===== src/rtl/multi_timer_if.sv =====
// Request/response bundle for multi_timer: per-channel controls in, status out.
// Lengths and elapsed counts are packed so channel i occupies bits [i*CNT_W +: CNT_W].
interface multi_timer_if #(
  parameter int NUM_CH = 2,
  parameter int CNT_W  = 17
);
  logic [NUM_CH-1:0]            start;
  logic [NUM_CH-1:0]            stop;
  logic [NUM_CH-1:0]            periodic;
  logic [NUM_CH-1:0][CNT_W-1:0] length;
  logic [NUM_CH-1:0]            busy;
  logic [NUM_CH-1:0]            expired;
  logic [NUM_CH-1:0][CNT_W-1:0] elapsed;

  modport master (output start, stop, periodic, length, input busy, expired, elapsed);
  modport slave  (input start, stop, periodic, length, output busy, expired, elapsed);
endinterface


===== src/rtl/multi_timer.sv =====
// Multi-channel tick timer: each channel has its own prescaler, latched length/mode,
// one-shot or auto-reload operation, cancel, and elapsed-tick readback.
module mt_chan #(
  parameter int CNT_W    = 17,
  parameter int TICK_DIV = 2025
) (
  input  logic             clk,
  input  logic             reset,
  input  logic             start,
  input  logic             stop,
  input  logic             periodic,
  input  logic [CNT_W-1:0] length,
  output logic             busy,
  output logic             expired,
  output logic [CNT_W-1:0] elapsed
);
  localparam int PW = $clog2(TICK_DIV);
  localparam logic [PW-1:0] TMAX = PW'(TICK_DIV - 1);

  typedef enum logic {IDLE, RUN} state_t;

  state_t           st, st_d;
  logic [PW-1:0]    presc, presc_d;
  logic [CNT_W-1:0] el_d, len_q, len_d, el_inc;
  logic             per_q, per_d, exp_d, tick;

  assign tick   = (presc == TMAX);
  assign el_inc = elapsed + CNT_W'(1);

  always_ff @(posedge clk or posedge reset) begin
    if (reset) begin
      st      <= IDLE;
      presc   <= '0;
      elapsed <= '0;
      len_q   <= '0;
      per_q   <= 1'b0;
      expired <= 1'b0;
    end else begin
      st      <= st_d;
      presc   <= presc_d;
      elapsed <= el_d;
      len_q   <= len_d;
      per_q   <= per_d;
      expired <= exp_d;
    end
  end

  // start > stop > expiry/tick; expired defaults low so every pulse lasts one cycle
  always_comb begin
    st_d    = st;
    presc_d = presc;
    el_d    = elapsed;
    len_d   = len_q;
    per_d   = per_q;
    exp_d   = 1'b0;
    if (start) begin
      len_d   = length;
      per_d   = periodic;
      presc_d = '0;
      el_d    = '0;
      st_d    = RUN;
    end else if (st == RUN) begin
      if (stop) begin
        st_d    = IDLE;
        presc_d = '0;
      end else begin
        presc_d = tick ? '0 : presc + PW'(1);
        if (len_q == '0) begin
          // zero length expires immediately; periodic repeats every cycle
          exp_d = 1'b1;
          if (!per_q) begin
            st_d    = IDLE;
            presc_d = '0;
          end
        end else if (tick) begin
          if (el_inc == len_q) begin
            exp_d = 1'b1;
            if (per_q) begin
              el_d = '0;
            end else begin
              el_d    = el_inc;
              st_d    = IDLE;
              presc_d = '0;
            end
          end else begin
            el_d = el_inc;
          end
        end
      end
    end
  end

  assign busy = (st == RUN);
endmodule

module multi_timer #(
  parameter int NUM_CH   = 2,
  parameter int CNT_W    = 17,
  parameter int TICK_DIV = 2025
) (
  input logic           clk,
  input logic           reset,
  multi_timer_if.slave  bus
);
  logic [NUM_CH-1:0]            busy_w, exp_w;
  logic [NUM_CH-1:0][CNT_W-1:0] el_w;

  for (genvar i = 0; i < NUM_CH; i++) begin : g_ch
    mt_chan #(.CNT_W(CNT_W), .TICK_DIV(TICK_DIV)) u_ch (
      .clk      (clk),
      .reset    (reset),
      .start    (bus.start[i]),
      .stop     (bus.stop[i]),
      .periodic (bus.periodic[i]),
      .length   (bus.length[i]),
      .busy     (busy_w[i]),
      .expired  (exp_w[i]),
      .elapsed  (el_w[i])
    );
  end

  assign bus.busy    = busy_w;
  assign bus.expired = exp_w;
  assign bus.elapsed = el_w;
endmodule


===== src/flat_wrapper.sv =====
// flat-port wrapper written by rule: the top's interface ports become plain ports
module multi_timer_flat 
#(
  parameter int NUM_CH   = 2,
  parameter int CNT_W    = 17,
  parameter int TICK_DIV = 2025
)
  (clk, reset, bus_start, bus_stop, bus_periodic, bus_length, bus_busy, bus_expired, bus_elapsed);
  multi_timer_if #(.NUM_CH(NUM_CH), .CNT_W(CNT_W)) bus_i ();
  input logic clk;
  input logic reset;
  input wire logic [$bits(bus_i.start)-1:0] bus_start;
  input wire logic [$bits(bus_i.stop)-1:0] bus_stop;
  input wire logic [$bits(bus_i.periodic)-1:0] bus_periodic;
  input wire logic [$bits(bus_i.length)-1:0] bus_length;
  output wire logic [$bits(bus_i.busy)-1:0] bus_busy;
  output wire logic [$bits(bus_i.expired)-1:0] bus_expired;
  output wire logic [$bits(bus_i.elapsed)-1:0] bus_elapsed;
  assign bus_i.start = bus_start;
  assign bus_i.stop = bus_stop;
  assign bus_i.periodic = bus_periodic;
  assign bus_i.length = bus_length;
  assign bus_busy = bus_i.busy;
  assign bus_expired = bus_i.expired;
  assign bus_elapsed = bus_i.elapsed;
  multi_timer #(.NUM_CH(NUM_CH), .CNT_W(CNT_W), .TICK_DIV(TICK_DIV)) u_core (.clk(clk), .reset(reset), .bus(bus_i));
endmodule

===== config.mk =====
export PLATFORM = sky130hd
export DESIGN_NAME = multi_timer_flat
export DESIGN_NICKNAME = d
export VERILOG_FILES = /design/src/rtl/multi_timer_if.sv /design/src/rtl/multi_timer.sv /design/src/flat_wrapper.sv
export SDC_FILE = /design/constraint.sdc
export NUM_CORES = 1
export LEC_CHECK = 0
export BUFFER_PORTS_ARGS = -buffer_cell sky130_fd_sc_hd__buf_2
export CAP_MARGIN = 25
export CELL_PAD_IN_SITES_DETAIL_PLACEMENT = 1
export CELL_PAD_IN_SITES_GLOBAL_PLACEMENT = 2
export CORE_MARGIN = 2
export CORE_UTILIZATION = 40
export CTS_BUF_LIST = sky130_fd_sc_hd__clkbuf_8
export CTS_CLUSTER_DIAMETER = 150
export CTS_CLUSTER_SIZE = 25
export DETAILED_ROUTE_END_ITERATION = 6
export PLACE_DENSITY = 0.95
export SLEW_MARGIN = 20
export SYNTH_ARGS = -nofsm -noshare
export SYNTH_HDL_FRONTEND = slang
export SYNTH_SLANG_ARGS = --single-unit

===== constraint.sdc =====
create_clock -name clk -period 5.46 [get_ports clk]
set_input_delay 1.092 -clock clk [delete_from_list [all_inputs] [get_ports clk]]
set_output_delay 1.092 -clock clk [all_outputs]
set_load 0.02 [all_outputs]

==> metrics.txt, run 1 <==
Initial DRC Count 330; top cell family by delay on the critical path simple AND/OR/NAND/NOR gates; cts hold-fix bufs 0; Hold Path Class reg2reg; die width 126 um; PostCTS Resize Cnt 0; Min-Delay Endpoint u_core.g_ch[0].u_ch.presc[10]$_DFFE_PP0N_; RSZ-0062 raised after global routing false; power per cell area around 210 mW/mm^2; commonest non-fill, non-tap cell in the layout dfrtp_1; cell taking the most area after synthesis dfrtp_1; post-route clock period utilization 62.8%; Worst-Margin Slew 0.813 ns; placed cell count around 860; number of distinct library cells after synthesis 69; worst path bufs/invs 1; Slew Limit Fails 0; Starting Density roughly two fifths; Cell Area, Placed 0.00635 sq mm; Critical Path RT 5.74 ns; Bufs on Longest Clock Path 2; Synth warnings 0; TritonCTS buffer count 9; fillers 1,731; Setup crit start kind flip-flop; Leak 0.00280 uW; CP Cell Sequence ha_1, nand3_1, or4_1, xnor2_1, nor3_1, o2111ai_1, o21ai_2, buf_6, nor2_1, a211o_1; share of layout cells above drive strength 1 22.2%; I/O pin count 80; Die Area 0.0158 sq mm; final setup fails 0; Setup Fix Bufs, Post-CTS 0; first-pass GRT wire length around 28 mm; #FFs+latches synth 96; CTS tree built; Clk Latency, worst-skew pair between 0.3 and 0.4 ns; port buffer count 79; number of remaining DRC errors 0; VDD IR max 0.000114 V; n_diodes 0; hold_ws 0.509 ns; Post-synth EDFFs 0; syn_area_per_cell 9.20 sq um; Post-Syn Area 0.00592 sq mm; routed len/inst about 19 um; root buffer selected by CTS clkbuf_8; ys async rst share 100%; Placer Congestion 0.880; Comb power frac 10.8%; depth of the worst hold-timing path 1; non-filler cells, final 882; Rel. slew slack 45.8%; status finished, final reports clean; Critical Path AT 3.71 ns; Core Footprint 0.0145 sq mm; Final Cell Area ~0.0066 sq mm; most frequent cells in the layout dfrtp_1, buf_2, nand2_1, o21ai_0; die height roughly 130 um; reg2reg setup slack 2.03 ns; Clock Skew 0.0110 ns; # H-tree levels 3; switching fraction of total power 29.4%; CP max stage delay ~0.65 ns; initial antenna violation count 0; kind of critical path reg2reg; Main synth FF type dfrtp_1; gr usage total 22.2%; total number of placement rows 44; Final Util a little under half; P_sw 410 uW; area share of the largest cell type after synthesis 40.5%; Total Neg Setup Slack 0 ns; min-delay src u_core.g_ch[0].u_ch.presc[10]$_DFFE_PP0N_; sequential power share 56.0%; cell count of the worst reg-to-reg path 10; clock-pin slew of the registers on the worst-case setup and hold paths about 0.11 ns; number of routed nets with antenna violations 0; Max stage delay cell, worst path or4_1; final wirelength 17.1 mm; fmax 0.292 GHz; clock share of power 33.2%; R2R Path End u_core.g_ch[1].u_ch.elapsed[13]$_DFFE_PP0P_; post-DP HPWL about 12 mm; max_cap viols 0; P&R area growth vs syn 10.7%; vias post-DR between 5,000 and 6,000; vias in the first global route ~5,500; routed vias/inst 5.91; # nets final between 700 and 800; Clock Sinks 96; post-synthesis sequential area ratio 40.5%; syn nets 692; Post-Syn Instances 644; Synth area leaders dfrtp_1, mux2_2, xnor2_1, o21ai_0, nand2_1; Setup crit end kind flip-flop; worst-path maximum fanout 14; DR pass1 iterations 4; Final Hold Viols 0; GR Overflow Total 0; Int Power 984 uW; reg2reg start u_core.g_ch[1].u_ch.elapsed[0]$_DFFE_PP0P_; min Tclk post-route 3.43 ns; largest net degree at the start of global routing 60
## final cells by class
cell class              instances  area, sq um  share of cell area, %
multi-input cells             481         3220                   49.2
flip-flops and latches         96         2400                   36.6
repair buffers                 84          437                   6.66
well taps                     184          230                   3.51
clock buffers                   9          124                   1.89
inverters                      21         81.3                   1.24
clock inverters                 7         60.1                  0.916
## kinds of logic (layout without fill, tap and decap cells)
| kind of cell | Yosys count | in the layout | share of synthesized area (%) |
|---|---|---|---|
| buf+inv | 67 | 121 | 5.09 |
| mux | 39 | 39 | 7.35 |
| simple gates | 256 | 256 | 23.9 |
| fa+ha+maj | 7 | 7 | 1.44 |
| flops | 96 | 96 | 40.5 |
| xor+xnor | 44 | 44 | 6.74 |
| compound gates | 135 | 135 | 15.0 |
## worst max path at each step
stage,depth (start not counted),startpoint,to,slack [ns]
after floorplan,1,reset,u_core.g_ch[0].u_ch.busy$_DFF_PP0_,1.86
after global placement,9,u_core.g_ch[1].u_ch.elapsed[0]$_DFFE_PP0P_,u_core.g_ch[1].u_ch.elapsed[13]$_DFFE_PP0P_,2.11
after detailed placement,9,u_core.g_ch[1].u_ch.elapsed[0]$_DFFE_PP0P_,u_core.g_ch[1].u_ch.elapsed[13]$_DFFE_PP0P_,1.88
after CTS,9,u_core.g_ch[1].u_ch.elapsed[0]$_DFFE_PP0P_,u_core.g_ch[1].u_ch.elapsed[13]$_DFFE_PP0P_,1.86
after global routing,10,u_core.g_ch[1].u_ch.elapsed[0]$_DFFE_PP0P_,u_core.g_ch[1].u_ch.elapsed[13]$_DFFE_PP0P_,1.85
final,10,u_core.g_ch[1].u_ch.elapsed[0]$_DFFE_PP0P_,u_core.g_ch[1].u_ch.elapsed[13]$_DFFE_PP0P_,2.03
## sequential cells by signal, summed over array words and instances, names as in the netlist
signal                    count
u_core.g_ch.u_ch.expired      2
u_core.g_ch.u_ch.busy         2
u_core.g_ch.u_ch.len_q       34
u_core.g_ch.u_ch.elapsed     34
u_core.g_ch.u_ch.per_q        2
u_core.g_ch.u_ch.presc       22
## Yosys cell counts, drive strengths merged (8+ instances only)
cell    instances
dfrtp          96
nand2          58
o21ai          52
nor2           37
mux2           36
nand3          35
xnor2          29
clkbuf         26
inv            21
buf            20
a21oi          18
nand4          18
nor4           17
and3           15
nor3           15
nand2b         14
xor2           14
a21o           10
or4             8
## power groups by stage
stage	Combinational, uW	Sequential, uW	Clock (uW)
3_5_place_dp	151	794	0
3_3_place_gp	143	792	0
6_report	151	780	463
5_1_grt	168	785	510
2_1_floorplan	110	777	0
4_1_cts	152	780	479
## layer usage
layer / part of all wire (%) / track usage [%] / vias to the layer above
met1: 44 / 27.6 / 2630
met3: 4.2 / 4.50 / 28
met2: 50 / 38.6 / 132
li1: - / - / 2427
met5: 0 / 0 / -
met4: 2.2 / 7.25 / 0
## stage by stage
step | worst slack, ns | power, uW
after floorplan | 1.86 | 887
after global placement | 2.11 | 935
after detailed placement | 1.88 | 945
after CTS | 1.86 | 1410
after global routing | 1.85 | 1460
final | 2.03 | 1390
No activity file was read; power rests on OpenSTA's default activity.
==> run 2: changes to the inputs <==
Settings changed: CORE_UTILIZATION 40 to 37, PLACE_DENSITY 0.95 to 0.91.
Clock period 5.46 ns to 3.2 ns, I/O delays scaled along.
==> run 2 against run 1 <==
- register-to-register slack lost 1.9 ns
- combinational power grew 72%
- cell count grew 5.6%
- clock-buffer cell count grew 1
- global-route usage shrank 2.0 points
- wire length shrank 0.93%
- via count shrank 0.21%
- sequential cell count is the same
- total power grew 74%
- first-iteration DRC count shrank 3.3%
- final area grew 3.4%
==> metrics.txt, run 2 (synthesized netlist as in run 1, its figures left out) <==
Worst-Margin Slew 0.700 ns; die height approximately 130 um; # nets final 758; VDD IR max 0.000237 V; worst-path maximum fanout 13; switching fraction of total power 27.1%; final setup fails 0; DR pass1 iterations 4; Clock Sinks 96; Critical Path AT 3.32 ns; Setup crit end kind flip-flop; Power, Total between 2000 and 2500 uW; Leak 0.00291 uW; clock-pin slew of the registers on the worst-case setup and hold paths around 0.10 ns; min Tclk post-route 3.05 ns; Final Hold Viols 0; Slew Limit Fails 0; gr usage total 20.1%; P_sw roughly 660 uW; post-DP HPWL 12.4 mm; Bufs on Longest Clock Path 2; fillers 1,894; first-pass GRT wire length 27.1 mm; GR Overflow Total 0; I/O pin count 80; Critical Path RT between 3 and 4 ns; RSZ-0062 raised after global routing false; initial antenna violation count 0; max_cap viols 0; placed cell count 913; hold_ws 0.368 ns; # H-tree levels 3; Core Footprint 0.0158 sq mm; Max stage delay cell, worst path dfrtp_1; P&R area growth vs syn 14.4%; TritonCTS buffer count 9; port buffer count 79; final wirelength 17.0 mm; Placer Congestion around 0.81; Comb power frac between 10% and 20%; fmax 0.328 GHz; vias in the first global route 5,346; Starting Density between 30% and 40%; CP Cell Sequence ha_1, and2_1, nand2_1, nor3_1, a32oi_1, nor4b_4, buf_4, a31oi_4, nor3b_1, o21bai_1; largest net degree at the start of global routing 55; post-route clock period utilization 95.4%; Total Neg Setup Slack 0 ns; n_diodes 0; clock share of power around a third; worst path bufs/invs 1; routed len/inst 18.2 um; Int Power about 1800 uW; routed vias/inst 5.59; non-filler cells, final 931; vias post-DR 5,206; kind of critical path reg2reg; Die Area around 0.017 sq mm; root buffer selected by CTS clkbuf_8; sequential power share 54.7%; most frequent cells in the layout dfrtp_1, buf_2, nand2_1, o21ai_0, nor2_1; share of layout cells above drive strength 1 24.1%; CP max stage delay 0.46 ns; Initial DRC Count approximately 320; Hold Path Class in2async; largest registers u_core.g_ch.u_ch.elapsed (34), u_core.g_ch.u_ch.len_q (34), u_core.g_ch.u_ch.presc (22); status finished, final reports clean; Clock Skew 0.0192 ns; power per cell area 358 mW/mm^2; CTS tree built; die width 131 um; number of remaining DRC errors 0; commonest non-fill, non-tap cell in the layout dfrtp_1; Clk Latency, worst-skew pair 0.38 ns; Setup crit start kind flip-flop; Rel. slew slack 53.3%; total number of placement rows between 40 and 50; top cell family by delay on the critical path simple AND/OR/NAND/NOR gates; number of routed nets with antenna violations 0
run 2: cell types whose count changed in the layout (fill, tap and decap cells not counted), sizes merged:
| cell | delta |
|---|---|
| a31oi | +1 |
| buf | +16 |
| bufinv | +1 |
| clkbuf | +1 |
| clkinv | +2 |
| clkinvlp | -2 |
| inv | -2 |
run 2: repair_timing:
| item | in CTS | in global routing |
|---|---|---|
| hold buffers | 0 | 0 |
| endpoints found under the setup margin | 0 | 24 |
| endpoints found under the hold margin | 0 | 0 |
| resized for setup | 0 | 4 |
| buffers inserted | 0 | 1 |
run 2: final timing paths:
check | from | endpoint | slack [ns] | cells past startpoint
hold / removal | reset | u_core.g_ch[1].u_ch.presc[6]$_DFFE_PP0N_ | 0.37 | 2
setup reg to reg | u_core.g_ch[0].u_ch.elapsed[0]$_DFFE_PP0P_ | u_core.g_ch[0].u_ch.elapsed[14]$_DFFE_PP0P_ | 0.15 | 10
min in group clk | bus_length[22] | u_core.g_ch[1].u_ch.len_q[5]$_DFFE_PP0P_ | 0.49 | 2
hold reg to reg | u_core.g_ch[0].u_ch.presc[10]$_DFFE_PP0N_ | u_core.g_ch[0].u_ch.presc[10]$_DFFE_PP0N_ | 0.50 | 1
max in group asynchronous | reset | u_core.g_ch[1].u_ch.expired$_DFF_PP0_ | 2.15 | 3
setup / recovery | u_core.g_ch[0].u_ch.elapsed[0]$_DFFE_PP0P_ | u_core.g_ch[0].u_ch.elapsed[14]$_DFFE_PP0P_ | 0.15 | 10
run 2: power by group through the flow:
stage	Combinational (uW)	Clock, uW	Sequential, uW
2_1_floorplan	188	0	1330
3_3_place_gp	248	0	1350
3_5_place_dp	261	0	1350
4_1_cts	262	881	1330
5_1_grt	288	922	1340
6_report	259	841	1330
run 2: layer usage:
layer,GRT usage (%),vias to the layer above,wire length (um)
li1,-,2466,-
met1,24.7,2629,7480
met2,35.0,91,8540
met3,4.60,20,601
met4,6.70,0,340
met5,0,-,0
run 2: final cells by class:
type	instances	area, sq um	area share [%]
Clock buffer	10	138	2.03
Sequential cell	96	2400	35.4
Clock inverter	6	65.1	0.960
Multi-Input combinational cell	482	3250	47.9
Tap cell	216	270	3.99
Timing Repair Buffer	100	578	8.53
Inverter	21	81.3	1.20
run 2: through the flow:
stage | utilization [%] | cell area [sq um] | setup WS (ns)
5_1_grt | 43.0 | 6780 | 0.00388
2_1_floorplan | - | 5920 | 0.0546
3_3_place_gp | 41.5 | 6550 | 0.218
4_1_cts | 42.8 | 6750 | 0.106
3_5_place_dp | 41.5 | 6550 | 0.117
6_report | 43.0 | 6780 | 0.147
